==> src/rtl/rca_pkg.sv <==
// Shared definitions for the ripple-carry-adder operand sequencer: default sizes,
// FSM state encoding and the result-entry layout {ovf, cout, sum}.
package rca_pkg;
    localparam int RCA_WIDTH      = 16;
    localparam int RCA_ADD_LAT    = 4;
    localparam int RCA_FIFO_DEPTH = 4;

    typedef enum logic {
        IDLE = 1'b0,
        HOLD = 1'b1
    } rca_state_e;

    typedef struct packed {
        logic                 ovf;
        logic                 cout;
        logic [RCA_WIDTH-1:0] sum;
    } rca_entry_t;

    localparam int RCA_ENTRY_W = $bits(rca_entry_t);
endpackage

==> src/rtl/rca_result_fifo.sv <==
// First-word fall-through result buffer; DEPTH must be a power of two so the
// pointers wrap naturally.
module rca_result_fifo #(
    parameter int DEPTH = 4,
    parameter int W     = 18
) (
    input  logic                     CLK,
    input  logic                     RST_N,
    input  logic                     push,
    input  logic [W-1:0]             push_data,
    input  logic                     pop,
    output logic [W-1:0]             pop_data,
    output logic                     full,
    output logic                     empty,
    output logic [$clog2(DEPTH):0]   count
);
    localparam int AW = $clog2(DEPTH);

    logic [DEPTH-1:0][W-1:0] mem_q, mem_d;
    logic [AW-1:0]           wr_q, wr_d, rd_q, rd_d;
    logic [AW:0]             cnt_q, cnt_d;
    logic                    do_push, do_pop;

    assign empty    = (cnt_q == '0);
    assign full     = (cnt_q == (AW+1)'(DEPTH));
    assign count    = cnt_q;
    assign pop_data = mem_q[rd_q];

    always_comb begin
        do_push = push && !full;
        do_pop  = pop && !empty;
        mem_d   = mem_q;
        if (do_push) mem_d[wr_q] = push_data;
        wr_d  = wr_q + AW'(do_push);
        rd_d  = rd_q + AW'(do_pop);
        cnt_d = cnt_q + (AW+1)'(do_push) - (AW+1)'(do_pop);
    end

    // Storage is reset too so the head reads as zero while in reset.
    always_ff @(posedge CLK or negedge RST_N) begin
        if (!RST_N) begin
            mem_q <= '0;
            wr_q  <= '0;
            rd_q  <= '0;
            cnt_q <= '0;
        end else begin
            mem_q <= mem_d;
            wr_q  <= wr_d;
            rd_q  <= rd_d;
            cnt_q <= cnt_d;
        end
    end
endmodule

==> src/rtl/rca_op_sequencer.sv <==
// Operand sequencer around a clocked ripple-carry adder: holds operands for ADD_LAT
// cycles, then buffers {ovf, cout, sum}. Define RCA_SEQ_CHECK_EN for the sticky self-check.
module rca_op_sequencer
    import rca_pkg::*;
#(
    parameter int WIDTH      = RCA_WIDTH,
    parameter int ADD_LAT    = RCA_ADD_LAT,
    parameter int FIFO_DEPTH = RCA_FIFO_DEPTH
) (
    input  logic             CLK,
    input  logic             RST_N,
    input  logic             in_valid,
    output logic             in_ready,
    input  logic [WIDTH-1:0] in_a,
    input  logic [WIDTH-1:0] in_b,
    input  logic             in_cin,
    output logic [WIDTH-1:0] add_a,
    output logic [WIDTH-1:0] add_b,
    output logic             add_cin,
    input  logic [WIDTH-1:0] add_s,
    input  logic             add_cout,
    output logic             out_valid,
    input  logic             out_ready,
    output logic [WIDTH-1:0] out_sum,
    output logic             out_cout,
    output logic             out_ovf,
    output logic             busy,
    output logic             chk_err
);
    localparam int CW = (ADD_LAT > 1) ? $clog2(ADD_LAT) : 1;
    localparam int EW = WIDTH + 2;

    rca_state_e        state_q, state_d;
    logic [CW-1:0]     cnt_q, cnt_d;
    logic [WIDTH-1:0]  add_a_q, add_a_d, add_b_q, add_b_d;
    logic              add_cin_q, add_cin_d;
    logic              live_q, live_d;
    logic              chk_err_q, chk_err_d;
    logic              done, ovf, fifo_full, fifo_empty;
    logic [EW-1:0]     head;
    logic [$clog2(FIFO_DEPTH):0] fifo_count;

    // live_q keeps in_ready low while reset is asserted and for the release cycle.
    assign in_ready = live_q && (state_q == IDLE) &&
                      (fifo_count != ($clog2(FIFO_DEPTH)+1)'(FIFO_DEPTH));
    assign done     = (state_q == HOLD) && (cnt_q == '0);
    assign ovf      = (add_a_q[WIDTH-1] == add_b_q[WIDTH-1]) && (add_s[WIDTH-1] != add_a_q[WIDTH-1]);
    assign busy     = (state_q == HOLD);

`ifdef RCA_SEQ_CHECK_EN
    logic [WIDTH:0] ref_sum;
    assign ref_sum = {1'b0, add_a_q} + {1'b0, add_b_q} + {{WIDTH{1'b0}}, add_cin_q};
`endif

    always_comb begin
        state_d   = state_q;
        cnt_d     = cnt_q;
        add_a_d   = add_a_q;
        add_b_d   = add_b_q;
        add_cin_d = add_cin_q;
        live_d    = 1'b1;
`ifdef RCA_SEQ_CHECK_EN
        chk_err_d = chk_err_q | (done && (ref_sum != {add_cout, add_s}));
`else
        chk_err_d = 1'b0;
`endif
        case (state_q)
            IDLE: if (in_valid && in_ready) begin
                state_d   = HOLD;
                cnt_d     = CW'(ADD_LAT - 1);
                add_a_d   = in_a;
                add_b_d   = in_b;
                add_cin_d = in_cin;
            end
            HOLD: if (cnt_q != '0) cnt_d = cnt_q - 1'b1;
                  else             state_d = IDLE;
            default: state_d = IDLE;
        endcase
    end

    always_ff @(posedge CLK or negedge RST_N) begin
        if (!RST_N) begin
            state_q   <= IDLE;
            cnt_q     <= '0;
            add_a_q   <= '0;
            add_b_q   <= '0;
            add_cin_q <= 1'b0;
            live_q    <= 1'b0;
            chk_err_q <= 1'b0;
        end else begin
            state_q   <= state_d;
            cnt_q     <= cnt_d;
            add_a_q   <= add_a_d;
            add_b_q   <= add_b_d;
            add_cin_q <= add_cin_d;
            live_q    <= live_d;
            chk_err_q <= chk_err_d;
        end
    end

    assign add_a   = add_a_q;
    assign add_b   = add_b_q;
    assign add_cin = add_cin_q;
    assign chk_err = chk_err_q;

    rca_result_fifo #(.DEPTH(FIFO_DEPTH), .W(EW)) u_fifo (
        .CLK       (CLK),
        .RST_N     (RST_N),
        .push      (done && !fifo_full),
        .push_data ({ovf, add_cout, add_s}),
        .pop       (out_valid && out_ready),
        .pop_data  (head),
        .full      (fifo_full),
        .empty     (fifo_empty),
        .count     (fifo_count)
    );

    assign out_valid = !fifo_empty;
    assign {out_ovf, out_cout, out_sum} = head;
endmodule

==> config.mk <==
export PLATFORM = sky130hd
export DESIGN_NAME = rca_op_sequencer
export DESIGN_NICKNAME = d
export VERILOG_FILES = /design/src/rtl/rca_pkg.sv /design/src/rtl/rca_result_fifo.sv /design/src/rtl/rca_op_sequencer.sv
export SDC_FILE = /design/constraint.sdc
export NUM_CORES = 1
export LEC_CHECK = 0
export CAP_MARGIN = 0
export CORE_MARGIN = 10
export CORE_UTILIZATION = 54
export CTS_CLUSTER_SIZE = 8
export DETAILED_ROUTE_END_ITERATION = 12
export PLACE_DENSITY = 0.84
export SLEW_MARGIN = 20
export SYNTH_ARGS = -nofsm -noshare
export SYNTH_HDL_FRONTEND = slang
export SYNTH_SLANG_ARGS = --single-unit
==> constraint.sdc <==
create_clock -name CLK -period 3.55 [get_ports CLK]
set_input_delay 0.71 -clock CLK [delete_from_list [all_inputs] [get_ports CLK]]
set_output_delay 0.71 -clock CLK [all_outputs]
set_load 0.01 [all_outputs]
==> results of run 1 <==
==> power by group <==
| part | switching (W) | total (W) | internal (W) | leakage (nW) |
|---|---|---|---|---|
| sequential | 0.000383 | 0.00228 | 0.00189 | 1.44 |
| combinational | 0.000854 | 0.00238 | 0.00152 | 1.23 |
| clock | 0.000669 | 0.00163 | 0.000961 | 0.276 |
==> kinds of logic after synthesis <==
logic type                 Yosys count
adders and majority gates            4
other                                2
muxes                              124
and+or+nand+nor                     22
buffers and inverters               17
DFF                                116
xor gates and xnor gates             5
AOI/OAI and AO/OA                    3
==> routing by layer <==
layer	GRT usage	share of wire
met5	0	0
met3	0.0987	0.11
met2	0.286	0.49
met4	0.0634	0.011
met1	0.185	0.39
==> sequential cells by signal (all words and copies together) (netlist names), 2 cells and up <==
signal	flops
add_a	16
add_b	16
cnt_q	2
u_fifo.count	3
u_fifo.mem_q	72
u_fifo.rd_q	2
u_fifo.wr_q	2
==> worst max-delay path: stages, from the launching register on <==
cell                              delay, ns
sky130_fd_sc_hd__dfrtp_1               0.50
sky130_fd_sc_hd__buf_4                 0.39
sky130_fd_sc_hd__mux4_2                0.56
sky130_fd_sc_hd__clkdlybuf4s50_1       0.50
==> metrics by stage <==
step           hold slack, ns  worst slack [ns]  power, W
2_1_floorplan           0.414              1.43   0.00354
3_3_place_gp            0.476             0.901   0.00458
3_5_place_dp            0.484             0.876   0.00468
4_1_cts                 0.326             0.328   0.00636
5_1_grt                 0.351             0.247   0.00664
6_report                0.302             0.382   0.00628
==> final cells by class <==
class                           instances  area [sq um]  area share
Multi-Input combinational cell        160          1940       0.290
Inverter                                4          15.0     0.00224
Sequential cell                       116          2900       0.433
Clock inverter                         15           161      0.0241
Timing Repair Buffer                  114          1130       0.169
Clock buffer                           17           414      0.0618
Tap cell                              108           135      0.0201
==> cell usage in the layout, fill, tap and decap left out, types with 5 or more instances in the layout <==
cell type,Yosys,routed
sky130_fd_sc_hd__buf_4,3,7
sky130_fd_sc_hd__clkbuf_16,0,16
sky130_fd_sc_hd__clkdlybuf4s50_1,0,106
sky130_fd_sc_hd__dfrtp_1,116,116
sky130_fd_sc_hd__inv_6,0,5
sky130_fd_sc_hd__inv_8,0,5
sky130_fd_sc_hd__mux2_2,95,95
sky130_fd_sc_hd__mux2_4,10,10
sky130_fd_sc_hd__mux4_2,18,18
sky130_fd_sc_hd__nand2_1,6,6
==> final timing paths <==
path,to,slack [ns],cells after the start
worst max-delay path,out_ovf,0.38,3
worst min-delay path,u_fifo.mem_q[12]$_DFFE_PN0P_,0.30,1
worst max register to register,u_fifo.mem_q[6]$_DFFE_PN0P_,1.39,4
worst min register to register,u_fifo.count[2]$_DFF_PN0_,0.49,1
max in group asynchronous,u_fifo.rd_q[0]$_DFF_PN0_,2.50,2
min in group CLK,u_fifo.count[2]$_DFF_PN0_,0.49,1
==> results.md, run 1 <==
- Most repeated cell in the gate-level netlist after synthesis: sky130_fd_sc_hd__dfrtp_1
- Area of the die: roughly 13000 sq um
- Critical path startpoint category: register
- Adder-Cell Fraction of Synth Area: 0.0116
- TritonCTS clock tree: done
- Post-synth net total: between 300 and 400
- Antenna cells: 0
- TritonCTS sink count: between 100 and 150
- # placed instances: 502
- Largest voltage drop on the vdd net: 0.553 mV
- Xor-xnor portion of the synthesized cell area: 0.00885
- Port Buf Inserts: roughly 110
- Achievable Freq: between 0.3 and 0.4 GHz
- Buffer type at the clock tree root: sky130_fd_sc_hd__clkbuf_8
- Setup repair after global routing missed its margin: no
- Kind of capture point of the worst setup path: output pin
- Number of nets with antenna violations after routing: 0
- Post-layout net count: 471
- Final setup vio count: 0
- Placeable core region: 8810 sq um
- Avg Cell Area, Syn: 16.9 sq um
- Fraction of layout cells with a size suffix above 1: 0.401
- DP Wirelength: 7.41 mm
- Reg-to-reg critical path startpoint: u_fifo.count[1]$_DFF_PN0_
- Post-layout instance count excluding filler cells: 534
- Via Count: roughly 3000
- Area of placed instances: 6130 sq um
- Top area cells in the synthesized netlist: sky130_fd_sc_hd__dfrtp_1, sky130_fd_sc_hd__mux2_2, sky130_fd_sc_hd__mux4_2
- Initial antenna violation count: 0
- Synthesized-area fraction occupied by and/or/nand/nor cells: 0.0347
- Number of enable-type register cells in the synthesized netlist: 0
- DIE WIDTH: approximately 120 um
- Detailed-route wire length: about 11 mm
- Synthesis warning total: 0
- Routability-driven placement congestion ratio: 0.713
- Final Hold Vio Count: 0
- Outcome: finished, final reports clean
- Peak fanout along the critical path: 16
- Total congestion overflow after global routing: 0
- Number of CTS-inserted buffers: 17
- Fraction of synthesized cell area taken by the top area cell type: 0.587
- Period Utilization, post-route: 0.892
- Mean routed wirelength per cell: 20.5 um
- Post-route cell area: 6710 sq um
- Number of max-slew violations in the final report: 0
- Gate count after technology mapping: between 200 and 300
- WP data arrival: 2.46 ns
- Clock latency on the worst-skew pair: about 0.51 ns
- CTS H-tree depth: 4
- Mux share of post-synthesis cell area: 0.331
- Clock skew after layout: 0.00682 ns
- Critical path data required time: between 2 and 3 ns
- Complex-gate fraction of the synthesized area: 0.00455
- Post-synthesis sequential element count: 116
- Static leakage: 2.94 nW
- Buffer levels on the longest clock path: 2
- Top cells by instance count after synthesis: sky130_fd_sc_hd__dfrtp_1, sky130_fd_sc_hd__mux2_2, sky130_fd_sc_hd__mux4_2
- Rel. slew slack: 0.266
- Total global routing track utilization: 0.174
- 1st-iter DRT viols: between 80 and 90
- Vias in the first global route: roughly 3400
- Count of cell types in the netlist: 34
- Min cycle time layout: about 3.2 ns
- I/O pin cnt: 109
- Utilization after layout: 0.762
- Area overhead of the layout relative to synthesis: 35.6%
- First-pass GRT wire length: 18.0 mm
- Share of flip-flops with an asynchronous set or reset: 1.00
- Post-synth top flop: sky130_fd_sc_hd__dfrtp_1
- Class of the most critical setup path: reg -> out
- Combinational family with the most area after synthesis: multiplexers
- DR pass1 iterations: 4
- Slew at the pin closest to its max-slew limit: about 1.1 ns
- Post_cts resized: 0
- Die height: between 100 and 150 um
- Setup repair bufs after CTS: 0
- Count of hold-fix buffers inserted at cts: 0
- Seq/Total Area, Yosys: 0.587
- Filler Cells Inserted: approximately 540
- Post-CTS clock slew at the launch and capture registers of the worst setup and hold paths: 0.06 ns
- Standard-cell rows: 34
- Effective utilization at floorplan: 0.562
- Detail-routed via count per cell: 5.54
- Cell area after technology mapping: 4950 sq um
- Largest net degree at the start of global routing: 67
- Pwr Density: roughly 940 nW/um^2
- Library cell with the largest summed area after synthesis: sky130_fd_sc_hd__dfrtp_1
- DRC violation count after routing: 0
- Maximum capacitance violations: 0
- Min-Delay Path Class: in -> async
- Setup TNS Final: 0 ns
- Worst setup startpoint: u_fifo.rd_q[0]$_DFF_PN0_
(Power assumes the default switching activity.)
==> inputs of run 2 (changes only) <==
--- a/config.mk
+++ b/config.mk
@@ -5,12 +5,14 @@
 export SDC_FILE = /design/constraint.sdc
 export NUM_CORES = 1
 export LEC_CHECK = 0
+export ABC_CLOCK_PERIOD_IN_PS = 3550
 export CAP_MARGIN = 0
+export CORE_ASPECT_RATIO = 2
 export CORE_MARGIN = 10
 export CORE_UTILIZATION = 54
 export CTS_CLUSTER_SIZE = 8
 export DETAILED_ROUTE_END_ITERATION = 12
-export PLACE_DENSITY = 0.84
+export PLACE_DENSITY = 0.85
 export SLEW_MARGIN = 20
 export SYNTH_ARGS = -nofsm -noshare
 export SYNTH_HDL_FRONTEND = slang
==> run 2 against run 1 <==
  * Cell count is 0.94% lower
  * Largest cell class unchanged
  * Combinational power hardly changed
  * Worst hold slack better by 0.054 ns
  * Final area is 0.43% higher
  * Register-to-register slack worse by 0.15 ns
  * Power is 1.4% higher
  * Via count is 1.3% lower
  * Fmax is 7.5% higher
  * Flip-flop and latch count stayed put
  * Clock-buffer cell count is 6 higher
==> results.md, run 2 (same netlist as run 1, synthesis figures left out) <==
- Post-CTS clock slew at the launch and capture registers of the worst setup and hold paths: about 0.05 ns
- First-pass GRT wire length: ~18 mm
- Period Utilization, post-route: 0.830
- Count of hold-fix buffers inserted at cts: 0
- Cell with the largest stage delay on the worst path: sky130_fd_sc_hd__dfrtp_1
- Standard-cell rows: between 40 and 50
- 1st-iter DRT viols: 144
- Total global routing track utilization: 0.173
- Kind of capture point of the worst setup path: output pin
- Number of CTS-inserted buffers: 17
- Worst hold slack across all endpoints: roughly 0.36 ns
- Final setup vio count: 0
- Number of nets with antenna violations after routing: 0
- Commonest non-fill, non-tap cells in the layout: sky130_fd_sc_hd__dfrtp_1, sky130_fd_sc_hd__clkdlybuf4s50_1, sky130_fd_sc_hd__mux2_2
- Min-Delay Path Class: in -> async
- Vias in the first global route: roughly 3400
- Pwr Density: 946 nW/um^2
- Critical path startpoint category: register
- Worst Reg2Reg Path Length in Cells: 6
- Timing endpoint of the critical path: out_cout
- Effective utilization at floorplan: 0.553
- Final Hold Vio Count: 0
- Reg-to-reg critical path startpoint: cnt_q[0]$_DFFE_PN0P_
- Endpoint of the worst register-to-register path: u_fifo.mem_q[27]$_DFFE_PN0P_
- Leading cell type in the layout, fill and taps excluded: sky130_fd_sc_hd__dfrtp_1
- Area of the die: 13600 sq um
- Class of the most critical setup path: reg -> out
- Maximum capacitance violations: 0
- Detail-routed via count per cell: 5.52
- DR pass1 iterations: 4
- Setup repair after global routing missed its margin: no
- CTS H-tree depth: 4
- Largest voltage drop on the vdd net: 0.656 mV
- Number of max-slew violations in the final report: 0
- Routability-driven placement congestion ratio: 0.781
- TritonCTS sink count: 116
- Area overhead of the layout relative to synthesis: 36.2%
- Total congestion overflow after global routing: 0
- DRC violation count after routing: 0
- Biggest register: u_fifo.mem_q
- Mean routed wirelength per cell: 21.1 um
- Critical path data required time: 2.84 ns
- WP data arrival: 2.24 ns
- Min cycle time layout: ~3 ns
- Clock skew after layout: 0.00781 ns
- I/O pin cnt: 109
- Buffer type at the clock tree root: sky130_fd_sc_hd__clkbuf_16
- Top cell family by delay on the critical path: buffers and inverters
- Fraction of layout cells with a size suffix above 1: 0.396
- Detailed-route wire length: 11.2 mm
- Via Count: between 2000 and 3000
- Static leakage: 2.97 nW
- Number of stages on the worst setup path: 3
- Placeable core region: 8950 sq um
- TritonCTS clock tree: done
- Setup repair bufs after CTS: 0
- Cell Chain, Critical Path: buf_4, mux4_2, clkdlybuf4s50_1
- Outcome: finished, final reports clean
- DIE WIDTH: between 80 and 90 um
- Die height: 155 um
- Initial antenna violation count: 0
- Slowest stage delay, CP: 0.70 ns
- Post-route cell area: 6740 sq um
- Rel. slew slack: 0.479
- Achievable Freq: 0.339 GHz
- WP buf/inv: 2
- Total Power Consumption: 0.00637 W
- Flip-flop count of the largest register, all copies and words added: 72
- Post-layout net count: 472
- Worst setup startpoint: u_fifo.rd_q[1]$_DFF_PN0_
- Antenna cells: 0
- Post_cts resized: 0
- Port Buf Inserts: 107
- Largest net degree at the start of global routing: 64
- Buffer levels on the longest clock path: 2
- Area of placed instances: 6130 sq um
- R2r setup slk: 1.24 ns
- Slew at the pin closest to its max-slew limit: 0.778 ns
- Peak fanout along the critical path: 11
- Setup TNS Final: 0 ns
- Clock latency on the worst-skew pair: 0.40 ns
- DP Wirelength: 7.83 mm
[run 2: changes by cell type in the layout (fill, tap and decap cells not counted), moves of 3 or more]
cell / delta
sky130_fd_sc_hd__inv_8: -5
sky130_fd_sc_hd__inv_6: -5
sky130_fd_sc_hd__clkinv_2: +4
sky130_fd_sc_hd__clkbuf_1: +3
[run 2: worst min path at each step]
stage                                         endpoint  slack, ns  cells past startpoint
final                     u_fifo.mem_q[41]$_DFFE_PN0P_       0.36                      1
after floorplan                   add_a[0]$_DFFE_PN0P_       0.41                      0
after global routing             add_a[11]$_DFFE_PN0P_       0.41                      1
after global placement    u_fifo.mem_q[50]$_DFFE_PN0P_       0.48                      1
after CTS                 u_fifo.mem_q[23]$_DFFE_PN0P_       0.38                      1
after detailed placement  u_fifo.mem_q[54]$_DFFE_PN0P_       0.49                      1
[run 2: through the flow]
step / std cells / utilization / setup WS (ns)
after floorplan: 293 / - / 1.43
after global placement: 497 / 0.685 / 1.04
after detailed placement: 497 / 0.685 / 0.992
after CTS: 529 / 0.752 / 0.559
after global routing: 529 / 0.752 / 0.536
final: 529 / 0.752 / 0.604
[run 2: report_power, final]
| part | leakage [nW] | switching, W | total [W] | internal [W] |
|---|---|---|---|---|
| Clock | 0.297 | 0.000566 | 0.00172 | 0.00115 |
| Combinational | 1.23 | 0.000861 | 0.00238 | 0.00152 |
| Sequential | 1.44 | 0.000375 | 0.00227 | 0.00190 |
| Total | 2.97 | 0.00180 | 0.00637 | 0.00457 |
[run 2: layout make-up]
cell class                      instances  area, sq um
Fill cell                             556         2220
Sequential cell                       116         2900
Clock buffer                           23          478
Timing Repair Buffer                  115         1140
Clock inverter                          9          126
Tap cell                              102          128
Inverter                                4         15.0
Multi-Input combinational cell        160         1940
[run 2: layer usage]
layer  track usage  vias to the layer above  wire length [um]
li1              -                     1307                 -
met1         0.176                     1529              4020
met2         0.305                       77              6310
met3        0.0732                        9               677
met4        0.0588                        0               163
met5             0                        -                 0
